File: src/rtl/k_ex_mem_stage_if.sv
// k_ex_mem_stage_if
//   Bundles the EX-side handshake/payload, the MEM-side handshake/payload and
//   the branch-resolution outputs of the EX->MEM stage.
//   master : environment view (drives EX payload, flush and MEM ready).
//   slave  : stage view (consumes EX payload, drives MEM payload and branch outputs).
interface k_ex_mem_stage_if #(
   parameter int DW = 32,
   parameter int RW = 5
);
   logic          K_flush;
   logic          K_ex_valid;
   logic          K_ex_ready;
   logic [DW-1:0] K_alu_result;
   logic          K_zero;
   logic [DW-1:0] K_rt_data;
   logic [RW-1:0] K_dest_reg;
   logic [DW-1:0] K_pc_plus4;
   logic [DW-1:0] K_branch_off;
   logic [5:0]    K_ctrl;
   logic          K_mem_valid;
   logic          K_mem_ready;
   logic [DW-1:0] K_mem_alu_result;
   logic [DW-1:0] K_mem_store_data;
   logic [RW-1:0] K_mem_dest_reg;
   logic [3:0]    K_mem_ctrl;
   logic          K_branch_taken;
   logic [DW-1:0] K_branch_target;

   modport master (
      output K_flush, K_ex_valid, K_alu_result, K_zero, K_rt_data, K_dest_reg,
             K_pc_plus4, K_branch_off, K_ctrl, K_mem_ready,
      input  K_ex_ready, K_mem_valid, K_mem_alu_result, K_mem_store_data,
             K_mem_dest_reg, K_mem_ctrl, K_branch_taken, K_branch_target
   );

   modport slave (
      input  K_flush, K_ex_valid, K_alu_result, K_zero, K_rt_data, K_dest_reg,
             K_pc_plus4, K_branch_off, K_ctrl, K_mem_ready,
      output K_ex_ready, K_mem_valid, K_mem_alu_result, K_mem_store_data,
             K_mem_dest_reg, K_mem_ctrl, K_branch_taken, K_branch_target
   );
endinterface

File: src/rtl/k_ex_mem_stage.sv
// k_ex_mem_stage
//   EX->MEM pipeline register with a 2-entry skid buffer (head + skid) and
//   BEQ/BNE resolution from the ALU zero flag.
//   Ports:
//     K_clk   : rising-edge clock
//     K_rst_n : asynchronous active-low reset
//     bus     : k_ex_mem_stage_if.slave
//               EX side   : K_ex_valid/K_ex_ready, ALU result, zero, rt data,
//                           dest reg, pc+4, branch offset, 6-bit ctrl, K_flush
//               MEM side  : K_mem_valid/K_mem_ready, head entry payload
//               branch    : K_branch_taken one-cycle pulse, K_branch_target
//   K_ex_ready depends only on registered state, flush and reset, so a MEM
//   stall never forms a combinational path back into EX.
module k_ex_mem_stage #(
   parameter int DW = 32,
   parameter int RW = 5
) (
   input logic             K_clk,
   input logic             K_rst_n,
   k_ex_mem_stage_if.slave bus
);

   typedef struct packed {
      logic [DW-1:0] alu;
      logic [DW-1:0] store;
      logic [RW-1:0] dest;
      logic [3:0]    ctrl;   // {reg_write, mem_to_reg, mem_read, mem_write}
   } entry_t;

   typedef enum logic [1:0] {
      EMPTY = 2'd0,
      ONE   = 2'd1,
      FULL  = 2'd2
   } state_t;

   state_t        state, state_nxt;
   entry_t        head, skid, in_entry;
   logic          load_head, load_skid, head_from_skid;
   logic          accept, pop;
   logic          mem_valid, skid_valid;
   logic          taken_c;
   logic [DW-1:0] target_c;
   logic          br_taken;
   logic [DW-1:0] br_target;

   assign mem_valid  = (state == ONE) || (state == FULL);
   assign skid_valid = (state == FULL);

   assign bus.K_ex_ready = ~skid_valid & ~bus.K_flush & K_rst_n;

   assign accept = bus.K_ex_valid & bus.K_ex_ready;
   assign pop    = mem_valid & bus.K_mem_ready;

   assign in_entry.alu   = bus.K_alu_result;
   assign in_entry.store = bus.K_rt_data;
   assign in_entry.dest  = bus.K_dest_reg;
   assign in_entry.ctrl  = bus.K_ctrl[5:2];

   // branch_eq and branch_ne both set is never produced by the decoder; the
   // OR form simply resolves it as taken-if-either.
   assign taken_c  = (bus.K_ctrl[1] & bus.K_zero) | (bus.K_ctrl[0] & ~bus.K_zero);
   assign target_c = bus.K_pc_plus4 + (bus.K_branch_off << 2);

   // Next-state and buffer-move decode
   always_comb begin
      state_nxt      = state;
      load_head      = 1'b0;
      load_skid      = 1'b0;
      head_from_skid = 1'b0;
      if (bus.K_flush) begin
         // Flush wins over pop; accept is already blocked through K_ex_ready.
         state_nxt = EMPTY;
      end else begin
         unique case (state)
            EMPTY: begin
               if (accept) begin
                  state_nxt = ONE;
                  load_head = 1'b1;
               end
            end
            ONE: begin
               if (accept && pop) begin
                  load_head = 1'b1;          // head replaced in place
               end else if (accept) begin
                  state_nxt = FULL;
                  load_skid = 1'b1;
               end else if (pop) begin
                  state_nxt = EMPTY;
               end
            end
            FULL: begin
               // ready is low here, so only a pop can move things
               if (pop) begin
                  state_nxt      = ONE;
                  head_from_skid = 1'b1;
               end
            end
            default: state_nxt = EMPTY;
         endcase
      end
   end

   always_ff @(posedge K_clk or negedge K_rst_n) begin
      if (!K_rst_n) begin
         state     <= EMPTY;
         head      <= '0;
         skid      <= '0;
         br_taken  <= 1'b0;
         br_target <= '0;
      end else begin
         state <= state_nxt;
         // Payload registers only move on a load; invalid entries keep stale data.
         if (head_from_skid)  head <= skid;
         else if (load_head)  head <= in_entry;
         if (load_skid)       skid <= in_entry;
         // A pulse already high during a flush simply ends; accept is 0 under
         // flush so no new pulse is launched.
         br_taken <= accept & taken_c;
         if (accept && taken_c) br_target <= target_c;
      end
   end

   assign bus.K_mem_valid      = mem_valid;
   assign bus.K_mem_alu_result = head.alu;
   assign bus.K_mem_store_data = head.store;
   assign bus.K_mem_dest_reg   = head.dest;
   assign bus.K_mem_ctrl       = mem_valid ? head.ctrl : 4'b0000;
   assign bus.K_branch_taken   = br_taken;
   assign bus.K_branch_target  = br_target;

endmodule
File: src/flat_wrapper.sv
// flat-port wrapper written by rule: the top's interface ports become plain ports
module k_ex_mem_stage_flat 
#(
   parameter int DW = 32,
   parameter int RW = 5
)
  (K_clk, K_rst_n, bus_K_flush, bus_K_ex_valid, bus_K_alu_result, bus_K_zero, bus_K_rt_data, bus_K_dest_reg, bus_K_pc_plus4, bus_K_branch_off, bus_K_ctrl, bus_K_mem_ready, bus_K_ex_ready, bus_K_mem_valid, bus_K_mem_alu_result, bus_K_mem_store_data, bus_K_mem_dest_reg, bus_K_mem_ctrl, bus_K_branch_taken, bus_K_branch_target);
  k_ex_mem_stage_if #(.DW(DW), .RW(RW)) bus_i ();
  input logic K_clk;
  input logic K_rst_n;
  input wire logic [$bits(bus_i.K_flush)-1:0] bus_K_flush;
  input wire logic [$bits(bus_i.K_ex_valid)-1:0] bus_K_ex_valid;
  input wire logic [$bits(bus_i.K_alu_result)-1:0] bus_K_alu_result;
  input wire logic [$bits(bus_i.K_zero)-1:0] bus_K_zero;
  input wire logic [$bits(bus_i.K_rt_data)-1:0] bus_K_rt_data;
  input wire logic [$bits(bus_i.K_dest_reg)-1:0] bus_K_dest_reg;
  input wire logic [$bits(bus_i.K_pc_plus4)-1:0] bus_K_pc_plus4;
  input wire logic [$bits(bus_i.K_branch_off)-1:0] bus_K_branch_off;
  input wire logic [$bits(bus_i.K_ctrl)-1:0] bus_K_ctrl;
  input wire logic [$bits(bus_i.K_mem_ready)-1:0] bus_K_mem_ready;
  output wire logic [$bits(bus_i.K_ex_ready)-1:0] bus_K_ex_ready;
  output wire logic [$bits(bus_i.K_mem_valid)-1:0] bus_K_mem_valid;
  output wire logic [$bits(bus_i.K_mem_alu_result)-1:0] bus_K_mem_alu_result;
  output wire logic [$bits(bus_i.K_mem_store_data)-1:0] bus_K_mem_store_data;
  output wire logic [$bits(bus_i.K_mem_dest_reg)-1:0] bus_K_mem_dest_reg;
  output wire logic [$bits(bus_i.K_mem_ctrl)-1:0] bus_K_mem_ctrl;
  output wire logic [$bits(bus_i.K_branch_taken)-1:0] bus_K_branch_taken;
  output wire logic [$bits(bus_i.K_branch_target)-1:0] bus_K_branch_target;
  assign bus_i.K_flush = bus_K_flush;
  assign bus_i.K_ex_valid = bus_K_ex_valid;
  assign bus_i.K_alu_result = bus_K_alu_result;
  assign bus_i.K_zero = bus_K_zero;
  assign bus_i.K_rt_data = bus_K_rt_data;
  assign bus_i.K_dest_reg = bus_K_dest_reg;
  assign bus_i.K_pc_plus4 = bus_K_pc_plus4;
  assign bus_i.K_branch_off = bus_K_branch_off;
  assign bus_i.K_ctrl = bus_K_ctrl;
  assign bus_i.K_mem_ready = bus_K_mem_ready;
  assign bus_K_ex_ready = bus_i.K_ex_ready;
  assign bus_K_mem_valid = bus_i.K_mem_valid;
  assign bus_K_mem_alu_result = bus_i.K_mem_alu_result;
  assign bus_K_mem_store_data = bus_i.K_mem_store_data;
  assign bus_K_mem_dest_reg = bus_i.K_mem_dest_reg;
  assign bus_K_mem_ctrl = bus_i.K_mem_ctrl;
  assign bus_K_branch_taken = bus_i.K_branch_taken;
  assign bus_K_branch_target = bus_i.K_branch_target;
  k_ex_mem_stage #(.DW(DW), .RW(RW)) u_core (.K_clk(K_clk), .K_rst_n(K_rst_n), .bus(bus_i));
endmodule
File: config.mk
export PLATFORM = sky130hd
export DESIGN_NAME = k_ex_mem_stage_flat
export DESIGN_NICKNAME = d
export VERILOG_FILES = /design/src/rtl/k_ex_mem_stage_if.sv /design/src/rtl/k_ex_mem_stage.sv /design/src/flat_wrapper.sv
export SDC_FILE = /design/constraint.sdc
export NUM_CORES = 1
export LEC_CHECK = 0
export BUFFER_PORTS_ARGS = -buffer_cell sky130_fd_sc_hd__buf_4
export CAP_MARGIN = 40
export CORE_ASPECT_RATIO = 2
export CORE_MARGIN = 8
export CORE_UTILIZATION = 48
export CTS_CLUSTER_DIAMETER = 100
export CTS_CLUSTER_SIZE = 24
export DETAILED_ROUTE_END_ITERATION = 8
export GPL_TIMING_DRIVEN = 1
export PLACE_DENSITY = 0.77
export SYNTH_ARGS = -nofsm -noshare
export SYNTH_HDL_FRONTEND = slang
export SYNTH_SLANG_ARGS = --single-unit
File: constraint.sdc
create_clock -name K_clk -period 1.91 [get_ports K_clk]
set_input_delay 0.0955 -clock K_clk [delete_from_list [all_inputs] [get_ports K_clk]]
set_output_delay 0.0955 -clock K_clk [all_outputs]
set_load 0.05 [all_outputs]
# After elaboration in Yosys (flattened, before gate mapping)
# Cells that the tools add are included.
# classes
addsub	1
n_eq_ne	6
mux	20
n_bitwise	11
n_reduce_logical	6
# ops
op	count
$mux 73	2
$add 32x32->32	1
$mux 2	6
$mux 1	9
$and 1x1->1	7
$ne 3x2->1 const B	2
$pmux 2 s3	1
$mux 4	1
$ne 4x2->1 const B	1
$reduce_and 4->1	1
$ne 3x3->1 const B	1
$not 1->1	3
$eq 2x1->1 const B	1
$eq 2x2->1 const B	1
$logic_and 1x1->1	2
$logic_not 2->1	1
$pmux 1 s2	1
$reduce_bool 2->1	1
$logic_or 1x1->1	1
$or 1x1->1	1
# totals
register_bits	181
elab_cells	55

# Logic depth before layout (Yosys ltp)
# Gate-level depths: netlist (run 1).
# depth
word_depth	11
depth_mapped	11
depth_no_buf	10

# Least setup slack after synthesis (run 1)
# No wires, ideal clock.
# synth_path
kind	reg2reg
from	register u_core.state[0]
to	register u_core.skid[41] (netlist name)
setup_time_ns	0.128
t_arrival_ns	2.543
required_time_ns	1.782
setup_slack_ns	-0.761
path_stages_with_launch	9
n_path_buf	2
cell_sequence	dfrtp_1 inv_1 ha_1 nor3b_2 nand3_1 a211o_1 buf_2 buf_2 mux2_1
# synth_between
elab_chain_len	9
elab_cells_between_ends	13
# synth_rtl
element	line_no	text
from (decl)	k_ex_mem_stage.sv:36	state_t state, state_nxt;
from (signal assigned)	k_ex_mem_stage.sv:111	state <= state_nxt;
$eq 2x2->1 *	k_ex_mem_stage.sv:47	assign skid_valid = (state == FULL);
$not 1->1 *	k_ex_mem_stage.sv:49	assign bus.K_ex_ready = ~skid_valid & ~bus.K_flush & K_rst_n;
$and 1x1->1 * (2 in series)	k_ex_mem_stage.sv:49	
net bus_K_ex_ready	flat_wrapper.sv:21	output wire logic [$bits(bus_i.K_ex_ready)-1:0] bus_K_ex_ready;
$and 1x1->1 *	k_ex_mem_stage.sv:51	assign accept = bus.K_ex_valid & bus.K_ex_ready;
$mux 1 or $logic_and 1x1->1 (tied branches)	k_ex_mem_stage.sv:84, k_ex_mem_stage.sv:82	
$mux 1 *	k_ex_mem_stage.sv:82	if (accept && pop) begin
$mux 1 *	k_ex_mem_stage.sv:74	unique case (state)
$mux 1 *	k_ex_mem_stage.sv:70	if (bus.K_flush) begin
to (signal assigned)	k_ex_mem_stage.sv:115	if (load_skid) skid <= in_entry;
to (decl)	k_ex_mem_stage.sv:37	entry_t head, skid, in_entry;
# Mark *: on every way through the listed nets, which the timed path passes. The rest lies on a longest branch.
# A chain may end at the register's enable or synchronous reset.

# Worst setup path in the final report (run 1)
# layout_path
from	register u_core.state[1]
to	register u_core.head, in the netlist u_core.bus.K_mem_alu_result[16]
# layout_between
elab_chain_len	10
elab_cells_between_ends	19
# layout_rtl
element	line_no	text
$eq 2x2->1	k_ex_mem_stage.sv:46, k_ex_mem_stage.sv:47, k_ex_mem_stage.sv:74	
$not 1->1	k_ex_mem_stage.sv:49	
$and 1x1->1 (2 in series)	k_ex_mem_stage.sv:49	
$and 1x1->1	k_ex_mem_stage.sv:51	
$logic_and 1x1->1	k_ex_mem_stage.sv:82	
$mux 1	k_ex_mem_stage.sv:82	
$pmux 1 s2	k_ex_mem_stage.sv:74	
$mux 1	k_ex_mem_stage.sv:70	
$reduce_bool 2->1 (no line)	n/a	
to (signal assigned)	k_ex_mem_stage.sv:113	if (head_from_skid) head <= skid;
to (signal assigned)	k_ex_mem_stage.sv:114	else if (load_head) head <= in_entry;
to (decl)	k_ex_mem_stage.sv:37	
# Parallel ways exist; a longest one is shown, timed or not.

==> results.ini, run 1 <==
[clocking]
cts.sinks = 181
clk_path_buf_depth = 2
numCtsBuffers = 17
cts-root-buf = clkbuf_16
cts_max_level = 4
cts_tree = yes
clk_pin_slew_ps = 60
clock_latency_ps = 440

[final_layout]
area.growth.synth_to_final_pct = 54.6
top_register = u_core.skid
stdcell_count = 1547
largest_reg_flops = 73
drive_gt1_share_pct = 49.9
nets = 1450
fill_cells = 1246

[route]
wl_mm = 32.9
vias_per_cell = 5.52
drc = 0
num_vias = 8539
drtIter0Drc = 390
ant_nets = 0
wl_per_cell_microns = 21.3
dr.pass1.iters = 4

[logic_synthesis]
ys_seq_area_share_pct = 47.1
ys_top_cells_by_count = dfrtp_1, a21oi_1, nor2_1
yosysTopAreaCell = dfrtp_1
synth_edf_count = 0
syn_area_sq_um = 9620
async_flop_share_pct = 100
syn_inst = 909
ys_warn_count = 0
synth_area_leaders = dfrtp_1, mux2i_1, mux2_2
synth_ff_type = dfrtp_1
yosysMostFrequentCell = dfrtp_1
syn-num-nets = 1088
synth_seq_cells = 181
yosysTopAreaCellShare_pct = 47.1
avgSynthCellArea_sq_um = 10.6
ys_types = 64

[setup_path]
start_kind = flop
path_class = reg2reg
end_kind = flop
cp_data_arrival_time_ps = 2380
crit_required_ps = 2240
cp_max_fo = 5

[power_and_ir_drop]
finalPower_mw = 20.8
p_int_mw = 11.7
p_sw_mw = 9.08
p_comb_share_pct = 49.0
p_seq_share_pct = 33.5
max-vdd-ir-drop_v = 0.000859
cellPowerDensity_nw_per_um2 = 1400
p_leak_nw = 7.44
p_clk_share_pct = 17.5
netSwitchingFraction_pct = 43.7

[floorplanning]
ioPinCount = 253
dieHeight_microns = 216
initial_core_util_pct = 48.6
die_w_microns = 116
die-area_sq_um = 25100
coreArea_sq_um = 19800
rows = 73

[timing]
max_slew_margin_pct = 60.1
rsz0062_at_grt = yes
fin_ws_ps = -141
timing.final.crit_share_pct = 107
setup_viol = 118
hold_violations = 0
skew_ps = 10.7
fmax_mhz = 487
max_slew.worst_pin.slew_ps = 598
finalMaxSlewViolations = 0
period_minus_slack_ps = 2050

[placed_design]
dp_cells = 1400
gp_congestion = 0.968
hpwl_mm = 20.2
numPortBuffers = 250

[hold_path]
hold_path.class = in2reg

[outcome]
outcome = finished with violations
violations = negative setup slack

[job]
drv_cap = 0

[grt]
antenna_found_initial = 2
grt_pass1_wl_mm = 44.6
grt_max_degree = 109
grt-ovfl-total = 0
track_usage_pct = 23.0
grt_pass1_vias = 8872

[repair_timing]
action | CTS | global route
hold buffers | 77 | 0
hold endpoints to repair | 326 | 0
buffers inserted | 8 | 10
pin swaps | 6 | 28
setup endpoints to repair | 164 | 182
cloned | 4 | 15
gates resized for setup | 18 | 208
[per-stage QoR]
stage	worst slack, ps	setup TNS (ps)	cell area (sq um)	utilization [%]	hold WS [ps]
after floorplan	-352	-43060	9880	-	-200
after global placement	-264	-12990	12100	61.1	247
after detailed placement	-338	-18430	12100	61.2	105
after CTS	-78.2	-5950	13700	69.3	27.2
after global routing	-269	-21940	14900	75.1	110
final	-141	-8260	14900	75.1	57.3
[critical path: stages (launching register included)]
cell and delay (ps):
dfrtp_1 420, ha_4 180, nor3b_4 220, nand2_2 140
buf_6 150, o21ai_4 190, buf_4 160, clkbuf_16 150
buf_6 100, nor2_1 30, a21oi_1 210
[worst paths after layout]
path                                                from                              end  slack [ps]  depth (start not counted)
hold reg to reg            u_core.bus.K_branch_target[1]    u_core.bus.K_branch_target[1]         500                          2
max in group asynchronous                        K_rst_n                  u_core.skid[11]        1080                          3
hold / removal                               bus_K_flush                  u_core.state[0]          60                          4
setup / recovery                         u_core.state[1]  u_core.bus.K_mem_alu_result[16]        -140                         10
setup reg to reg                         u_core.state[1]  u_core.bus.K_mem_alu_result[16]        -140                         10
min in group asynchronous                        K_rst_n  u_core.bus.K_mem_alu_result[29]         280                          3
[power groups by stage]
stage	clock (mW)	sequential [mW]	combinational, mW
6_report	3.63	6.97	10.2
5_1_grt	3.82	7.13	10.7
4_1_cts	3.69	6.56	9.10
3_5_place_dp	0	6.62	8.86
3_3_place_gp	0	6.51	8.71
2_1_floorplan	0	6.97	6.48
[final cells by class]
class / instances / area (sq um) / area share [%]
well taps: 262 / 328 / 2.20
diodes: 2 / 5.00 / 0.0336
flip-flops and latches: 181 / 4530 / 30.4
inverters: 11 / 48.8 / 0.328
clock buffers: 20 / 447 / 3.00
repair buffers: 460 / 4300 / 28.9
clock inverters: 11 / 150 / 1.01
multi-input cells: 600 / 5060 / 34.0
[kinds of logic after synthesis]
| group | share of synthesized area, % |
|---|---|
| buf+inv | 7.98 |
| flops | 47.1 |
| mux | 16.8 |
| xor+xnor | 1.73 |
| compound gates | 13.0 |
| fa+ha+maj | 4.50 |
| simple gates | 8.93 |
[layout by cell type (no fill, tap or decap), drive strengths merged, types with 2 or more instances in the layout]
master,Yosys,layout
a211o,3,3
a21o,19,19
a21oi,102,102
a221oi,2,2
a22oi,2,2
a31oi,3,3
a41oi,2,2
and2,8,8
and3,5,5
and4,3,3
buf,96,370
bufinv,0,3
clkbuf,21,33
clkinv,0,4
clkinvlp,0,2
dfrtp,181,181
diode,0,2
dlygate4sd3,0,77
ha,33,33
inv,11,13
mux2,74,74
mux2i,78,78
nand2,61,61
nand2b,3,3
nand3,8,8
nand4,5,5
nor2,83,83
nor2b,2,2
nor3,6,6
o2111ai,2,2
o211ai,2,2
o21a,4,4
o21ai,36,36
o21bai,8,8
o311ai,3,3
o31ai,5,5
or2,4,4
xnor2,12,12
xor2,7,7
[routing by layer]
metal	vias to the layer above	part of all wire [%]	track usage [%]
li1	3859	-	-
met1	4182	32	21.9
met2	361	56	42.2
met3	137	5.4	5.49
met4	0	6.3	14.8
met5	-	0	0
No activity file was read; power rests on OpenSTA's default activity.
==> run 2, diff against run 1 <==
ABC_AREA = 1   (was not set)
CORE_UTILIZATION = 49   (was 48)
==> run 2 against run 1 <==
Compared with the run above:
- the run still ends with negative setup slack left
- register-to-register slack better by 130 ps
- area after synthesis rose by 6.8%
- global-route usage is 1.3 points higher
- final area shrank 5.5%
==> results.ini, run 2 <==
[logic_synthesis]
synth_ff_type = dfrtp_1
synth_mux_area_share_pct = 0.110  ; -17 points
ys_top_cells_by_count = nand2_1, nor2_1, dfrtp_1
syn_inst = 1377  ; +51%
synth_compound_area_share_pct = 13.4  ; +0.40 points
synth_xor_area_share_pct = 1.11  ; -0.62 points
ys_warn_count = 0  ; unchanged
synth_area_leaders = dfrtp_1, nand2_1, a21oi_1
synth_seq_cells = 181  ; unchanged
synth-adder-area-share_pct = 4.21  ; -0.29 points
ys_seq_area_share_pct = 44.1  ; -3.0 points
syn-num-nets = 1556  ; +43%
ys_types = 32  ; -50%
avgSynthCellArea_sq_um = 7.46  ; -30%
synth_top_family_by_area = simple AND/OR/NAND/NOR gates
yosysTopAreaCellShare_pct = 44.1  ; -3.0 points
syn_area_sq_um = 10300  ; +6.8%
async_flop_share_pct = 100  ; unchanged
synthSimpleGateAreaFrac_pct = 22.5  ; +14 points
synth_edf_count = 0  ; unchanged
yosysMostFrequentCell = nand2_1
yosysTopAreaCell = dfrtp_1

[clocking]
cts_tree = yes
clk_path_buf_depth = 2  ; unchanged
numCtsBuffers = 17  ; unchanged
cts.sinks = 181  ; unchanged
cts_max_level = 4  ; unchanged
cts-root-buf = clkbuf_16
clk_pin_slew_ps = 70  ; about the same
clock_latency_ps = 440  ; about the same

[timing]
skew_ps = 8.35  ; -2.32 ps
finalMaxSlewViolations = 0  ; unchanged
hold_violations = 0  ; unchanged
fmax_mhz = 521  ; +7.0%
rsz0062_at_grt = yes
max_slew_margin_pct = 52.1  ; -8.0 points
setup_viol = 1  ; -99%
timing.final.crit_share_pct = 100  ; -7.0 points
fin_ws_ps = -7.56  ; +134 ps
period_minus_slack_ps = 1920  ; -134 ps
max_slew.worst_pin.slew_ps = 719  ; +121 ps

[setup_path]
end_kind = flop
crit_required_ps = 2260  ; +20 ps
r2r-end = u_core.bus.K_mem_alu_result[14]
path_class = reg2reg
cp_data_arrival_time_ps = 2270  ; -110 ps
r2r_cells = 9  ; -1
cp_max_fo = 9  ; +4
regToRegSetupSlack_ps = -8  ; +130 ps
reg2reg_from = u_core.state[1]
start_kind = flop

[grt]
grt_busiest_layer = met2
grt_pass1_vias = 10200  ; +15%
antenna_found_initial = 1  ; -1
grt-ovfl-total = 0  ; unchanged
track_usage_pct = 24.3  ; +1.3 points
use_met3_pct = 5.12  ; -0.37 points
use_met1_pct = 22.4  ; +0.50 points
grt_util_met2_pct = 46.0  ; +3.8 points
grt_pass1_wl_mm = 50.7  ; +14%
grt_max_degree = 131  ; +20%

[hold_path]
hold_path.class = in2reg
hold_depth = 6  ; +2
holdPathEnd = u_core.bus.K_branch_target[31]
hp-start = bus_K_branch_off[29]

[power_and_ir_drop]
p_sw_mw = 8.94  ; -1.5%
p_clk_share_pct = 19.6  ; +2.1 points
max-vdd-ir-drop_v = 0.000992  ; +16%
p_seq_share_pct = 32.7  ; -0.8 points
p_int_mw = 10.9  ; -7.1%
finalPower_mw = 19.8  ; -4.7%
p_leak_nw = 7.20  ; -3.3%
cellPowerDensity_nw_per_um2 = 1410  ; +0.92%
p_comb_share_pct = 47.7  ; -1.3 points
netSwitchingFraction_pct = 45.1  ; +1.4 points

[final_layout]
multi_input_area_sq_um = 4480  ; -12%
nets = 1826  ; +26%
fill_cells = 1630  ; +31%
area.growth.synth_to_final_pct = 36.7
largest_reg_flops = 73  ; unchanged
final_common_cell = nand2_1
drive_gt1_share_pct = 23.9  ; -26 points
final_cell_mix = nand2_1, buf_4, dfrtp_1
stdcell_area_sq_um = 14100  ; -5.5%
top_register = u_core.skid
seq_area_sq_um = 4530  ; about the same
fin_util_pct = 67.5  ; -7.6 points

[floorplanning]
coreArea_sq_um = 20800  ; +5.1%
initial_core_util_pct = 49.3  ; +0.77 points
rows = 75  ; +2.7%
die-area_sq_um = 26100  ; +4.1%
die_w_microns = 118  ; +2.0%
ioPinCount = 253  ; unchanged
dieHeight_microns = 221  ; +2.1%

[placed_design]
numPortBuffers = 250  ; unchanged
gp_congestion = 1.00  ; +3.6%
hpwl_mm = 22.5  ; +11%
postPlaceCellArea_sq_um = 12000  ; -1.1%

[route]
num_vias = 10100  ; +19%
vias_per_cell = 5.25  ; -4.9%
dr.pass1.iters = 5  ; +1
ant_nets = 0  ; unchanged
drc = 0  ; unchanged
wl_per_cell_microns = 18.4  ; -14%
drtIter0Drc = 873  ; +120%
wl_mm = 35.4  ; +7.7%

[outcome]
outcome = finished with violations
violations = negative setup slack

[job]
drv_cap = 0  ; unchanged

## run 2: cell count changes after synthesis, sizes merged, moves of 7 or more
cell and change:
nand3 +34, and2 -7, nor2 +108, buf +12
a21oi +67, nand2 +273, mux2 -73, o21ai +55
a21o -18, mux2i -78, inv +166
## run 2: cell type report
cell class,instances,share of cell area [%]
sequential,181,32.2
multi-input combinational,897,31.9
timing repair buffer,373,24.1
inverter,177,4.73
clock buffer,20,3.25
tap,269,2.40
clock inverter,12,1.36
antenna,1,0.0178
## run 2: kinds of logic (layout without fill, tap and decap cells)
group	count (synthesis)	count (layout)
AND/OR/NAND/NOR	582	583
AO/OA/AOI/OAI	266	266
multiplexers	1	1
adder cells (fa/ha/maj)	34	34
XOR/XNOR	13	13
flip-flops	181	181
buffers and inverters	300	582
other	0	1
## run 2: through the flow
step	std cells	worst slack, ps	setup TNS (ps)	hold slack, ps
final	1930	-7.56	-7.56	107
after global routing	1930	-95.7	-2660	122
after CTS	1911	-11.9	-11.9	89.7
after detailed placement	1798	-92.1	-1120	254
after global placement	1798	-36.8	-48.2	254
after floorplan	1377	15.4	0	-200
## run 2: layer usage
metal	wire [microns]	vias up
met5	0	-
met4	2150	0
met3	1880	131
met2	19700	427
met1	11700	4793
li1	-	4781
## run 2: worst max-delay path, stage by stage (launching register included)
cell and delay [ps]:
dfrtp_2 420, inv_2 70, ha_4 300, nand2_4 70, nor3_4 240, a21oi_4 90
nand2_8 190, clkbuf_16 200, nor2_1 60, a21oi_1 160
## run 2: how the worst max path moves through the flow
stage / from / cells after the start / to / slack, ps
6_report: u_core.state[1] / 9 / u_core.bus.K_mem_alu_result[14] / -8
5_1_grt: u_core.state[1] / 9 / u_core.bus.K_mem_dest_reg[4] / -100
3_5_place_dp: bus_K_branch_off[0] / 14 / u_core.bus.K_branch_target[30] / -90
4_1_cts: u_core.state[0] / 9 / u_core.bus.K_mem_store_data[7] / -10
2_1_floorplan: u_core.state[0] / 10 / u_core.bus.K_mem_alu_result[0] / 20
3_3_place_gp: bus_K_branch_off[0] / 14 / u_core.bus.K_branch_target[30] / -40
## run 2: power groups by stage
stage               clock [mW]  combinational (mW)  sequential, mW
global placement             0                8.61            6.38
CTS                       3.96                8.96            6.37
floorplan                    0                6.34            6.93
detailed placement           0                8.76            6.42
finish                    3.89                9.45            6.49
global route              4.10                10.1            6.66
## run 2: what timing repair did
action / in CTS / in global routing
resized for setup: 3 / 64
buffers inserted: 2 / 3
cloned: 1 / 15
setup endpoints to repair: 112 / 148
pin swaps: 2 / 6
hold buffers: 78 / 0
hold endpoints to repair: 331 / 0
==> run 3, diff against run 2 <==
==> constraint.sdc (replaced) <==
create_clock -name K_clk -period 1.91 [get_ports K_clk]
set_input_delay 0.191 -clock K_clk [delete_from_list [all_inputs] [get_ports K_clk]]
set_output_delay 0.191 -clock K_clk [all_outputs]
set_load 0.05 [all_outputs]
==> run 3 against run 2 <==
Compared with the run above:
- the run now ends clean
- setup slack better by 33 ps
- routed wire length is 6.8% lower
- count of clock-buffer cells in the layout is 1 lower
- power is 2.2% lower
- die area stayed put
- final area is 0.47% lower
- register-to-register slack better by 30 ps
- combinational power is 3.0% lower
- largest power group unchanged
- highest routed layer unchanged
==> results.ini, run 3 (synthesis results as in run 2) <==
[power_and_ir_drop]
max-vdd-ir-drop_v = 0.00119  ; +20%
finalPower_mw = 19.4  ; -2.2%
p_leak_nw = 7.24  ; +0.57%
cellPowerDensity_nw_per_um2 = 1390  ; -1.7%

[job]
drv_cap = 0  ; unchanged

[floorplanning]
coreArea_sq_um = 20800  ; unchanged
ioPinCount = 253  ; unchanged
rows = 75  ; unchanged
die-area_sq_um = 26100  ; unchanged
die_w_microns = 118  ; unchanged
initial_core_util_pct = 49.3  ; unchanged
dieHeight_microns = 221  ; unchanged

[setup_path]
cp_data_arrival_time_ps = 2190  ; -80 ps
r2r-end = u_core.bus.K_mem_dest_reg[2]
path_class = reg2reg
regToRegSetupSlack_ps = 30  ; +30 ps
start_kind = flop
reg2reg_from = u_core.state[0]
crit_required_ps = 2220  ; -40 ps
end_kind = flop
cp_max_fo = 22  ; +13
r2r_cells = 10  ; +1

[final_layout]
final_cell_mix = nand2_1, buf_4, nor2_1
drive_gt1_share_pct = 23.0  ; -0.82 points
fill_cells = 1725  ; +5.8%
largest_reg_flops = 73  ; unchanged
final_common_cell = nand2_1
area.growth.synth_to_final_pct = 36.1
multi_input_area_sq_um = 4350  ; -2.8%
fin_util_pct = 67.1  ; -0.32 points
top_register = u_core.skid
seq_area_sq_um = 4530  ; unchanged
nets = 1844  ; +0.99%
stdcell_area_sq_um = 14000  ; -0.47%

[timing]
max_slew.worst_pin.slew_ps = 676  ; -43.2 ps
hold_ws_ps = 16.6  ; -90.8 ps
timing.final.crit_share_pct = 98.7  ; -1.7 points
rsz0062_at_grt = yes
skew_ps = 8.91  ; +0.566 ps
period_minus_slack_ps = 1880  ; -33.1 ps
finalMaxSlewViolations = 0  ; unchanged
hold_violations = 0  ; unchanged
max_slew_margin_pct = 54.9  ; +2.9 points
fmax_mhz = 531  ; +1.8%
setup_viol = 0  ; -1

[route]
num_vias = 9910  ; -2.2%
drc = 0  ; unchanged
wl_met1_mm = 11.1  ; -5.9%
highest_layer = met4
drtIter0Drc = 639  ; -27%
ant_nets = 0  ; unchanged
dr_wl_met3_mm = 1.56  ; -17%
wl_per_cell_microns = 17.0  ; -7.6%
wl_mm = 33.0  ; -6.8%
dr.pass1.iters = 7  ; +2
vias_per_cell = 5.09  ; -3.0%
wl_met2_mm = 18.4  ; -6.6%

[clocking]
cts_max_level = 4  ; unchanged
numCtsBuffers = 17  ; unchanged
cts.sinks = 181  ; unchanged
cts_tree = yes
clk_path_buf_depth = 2  ; unchanged
clock_latency_ps = 440  ; about the same
cts-root-buf = clkbuf_16
clk_pin_slew_ps = 70  ; about the same

[hold_path]
hp-start = bus_K_rt_data[30]
hold_path.class = in2reg
hold_depth = 3  ; -3
holdPathEnd = u_core.skid[39]

[grt]
antenna_found_initial = 1  ; unchanged
track_usage_pct = 25.0  ; +0.70 points
grt_max_degree = 119  ; -9.2%
grt_pass1_vias = 10400  ; +2.1%
grt_pass1_wl_mm = 52.1  ; +2.9%
grt-ovfl-total = 0  ; unchanged

[outcome]
outcome = finished clean

[placed_design]
numPortBuffers = 250  ; unchanged
hpwl_mm = 23.2  ; +3.0%
gp_congestion = 1.00  ; +0.16%
postPlaceCellArea_sq_um = 12300  ; +2.7%

## run 3: cell types whose count changed in the layout (fill, tap and decap cells not counted), sizes merged
cell,previous run,this run
dlygate4sd3,78,72
buf,285,317
clkinv,3,1
nand2,335,334
clkbuf,30,22
inv,181,179
clkinvlp,1,4
diode,1,2
## run 3: where the power goes
group | switching (mW) | leakage [nW] | internal (mW)
clock network | 1.56 | 0.289 | 2.22
logic | 6.24 | 4.88 | 2.93
registers | 0.861 | 2.07 | 5.57
## run 3: critical path, cell delays in order, from the launching register on
cell     delay, ps
dfrtp_1        410
inv_2          120
ha_4           180
inv_1           70
nor2_4         130
nand3_4        110
buf_4          160
buf_12         120
buf_16         160
a21oi_1        200
a21oi_1        100
## run 3: layout make-up
type / count / share of cell area, %
Inverter: 177 / 4.75
Multi-Input combinational cell: 896 / 31.1
Sequential cell: 181 / 32.4
Clock inverter: 11 / 1.25
Antenna cell: 2 / 0.0358
Clock buffer: 19 / 3.17
Timing Repair Buffer: 392 / 24.9
Tap cell: 269 / 2.41
## run 3: what timing repair did
action	4_1_cts	5_1_grt
hold buffers	72	0
pin swaps	4	5
resized for setup	14	19
setup endpoints to repair	79	139
gates cloned	2	3
endpoints found under the hold margin	252	0
setup buffers	1	4
## run 3: how the worst max path moves through the flow
stage,end,cells after the start,slack (ps),startpoint
floorplan,u_core.bus.K_mem_alu_result[0],10,20,u_core.state[0]
global placement,u_core.bus.K_branch_target[12],12,-120,bus_K_branch_off[0]
detailed placement,u_core.bus.K_mem_store_data[8],9,-200,u_core.state[0]
CTS,u_core.bus.K_mem_dest_reg[2],9,-30,u_core.state[0]
global route,u_core.bus.K_mem_dest_reg[2],10,-130,u_core.state[0]
finish,u_core.bus.K_mem_dest_reg[2],10,30,u_core.state[0]
## run 3: layer usage
metal | vias up | track usage (%)
li1 | 4818 | -
met1 | 4635 | 23.2
met2 | 344 | 47.7
met3 | 113 | 5.10
met4 | 0 | 16.3
met5 | - | 0
## run 3: per-stage QoR
step | cells | TNS, ps | setup WS (ps)
3_3_place_gp | 1832 | -5480 | -119
3_5_place_dp | 1833 | -9880 | -204
4_1_cts | 1938 | -298 | -30.1
5_1_grt | 1946 | -414 | -131
2_1_floorplan | 1377 | 0 | 15.4
6_report | 1947 | 0 | 25.6
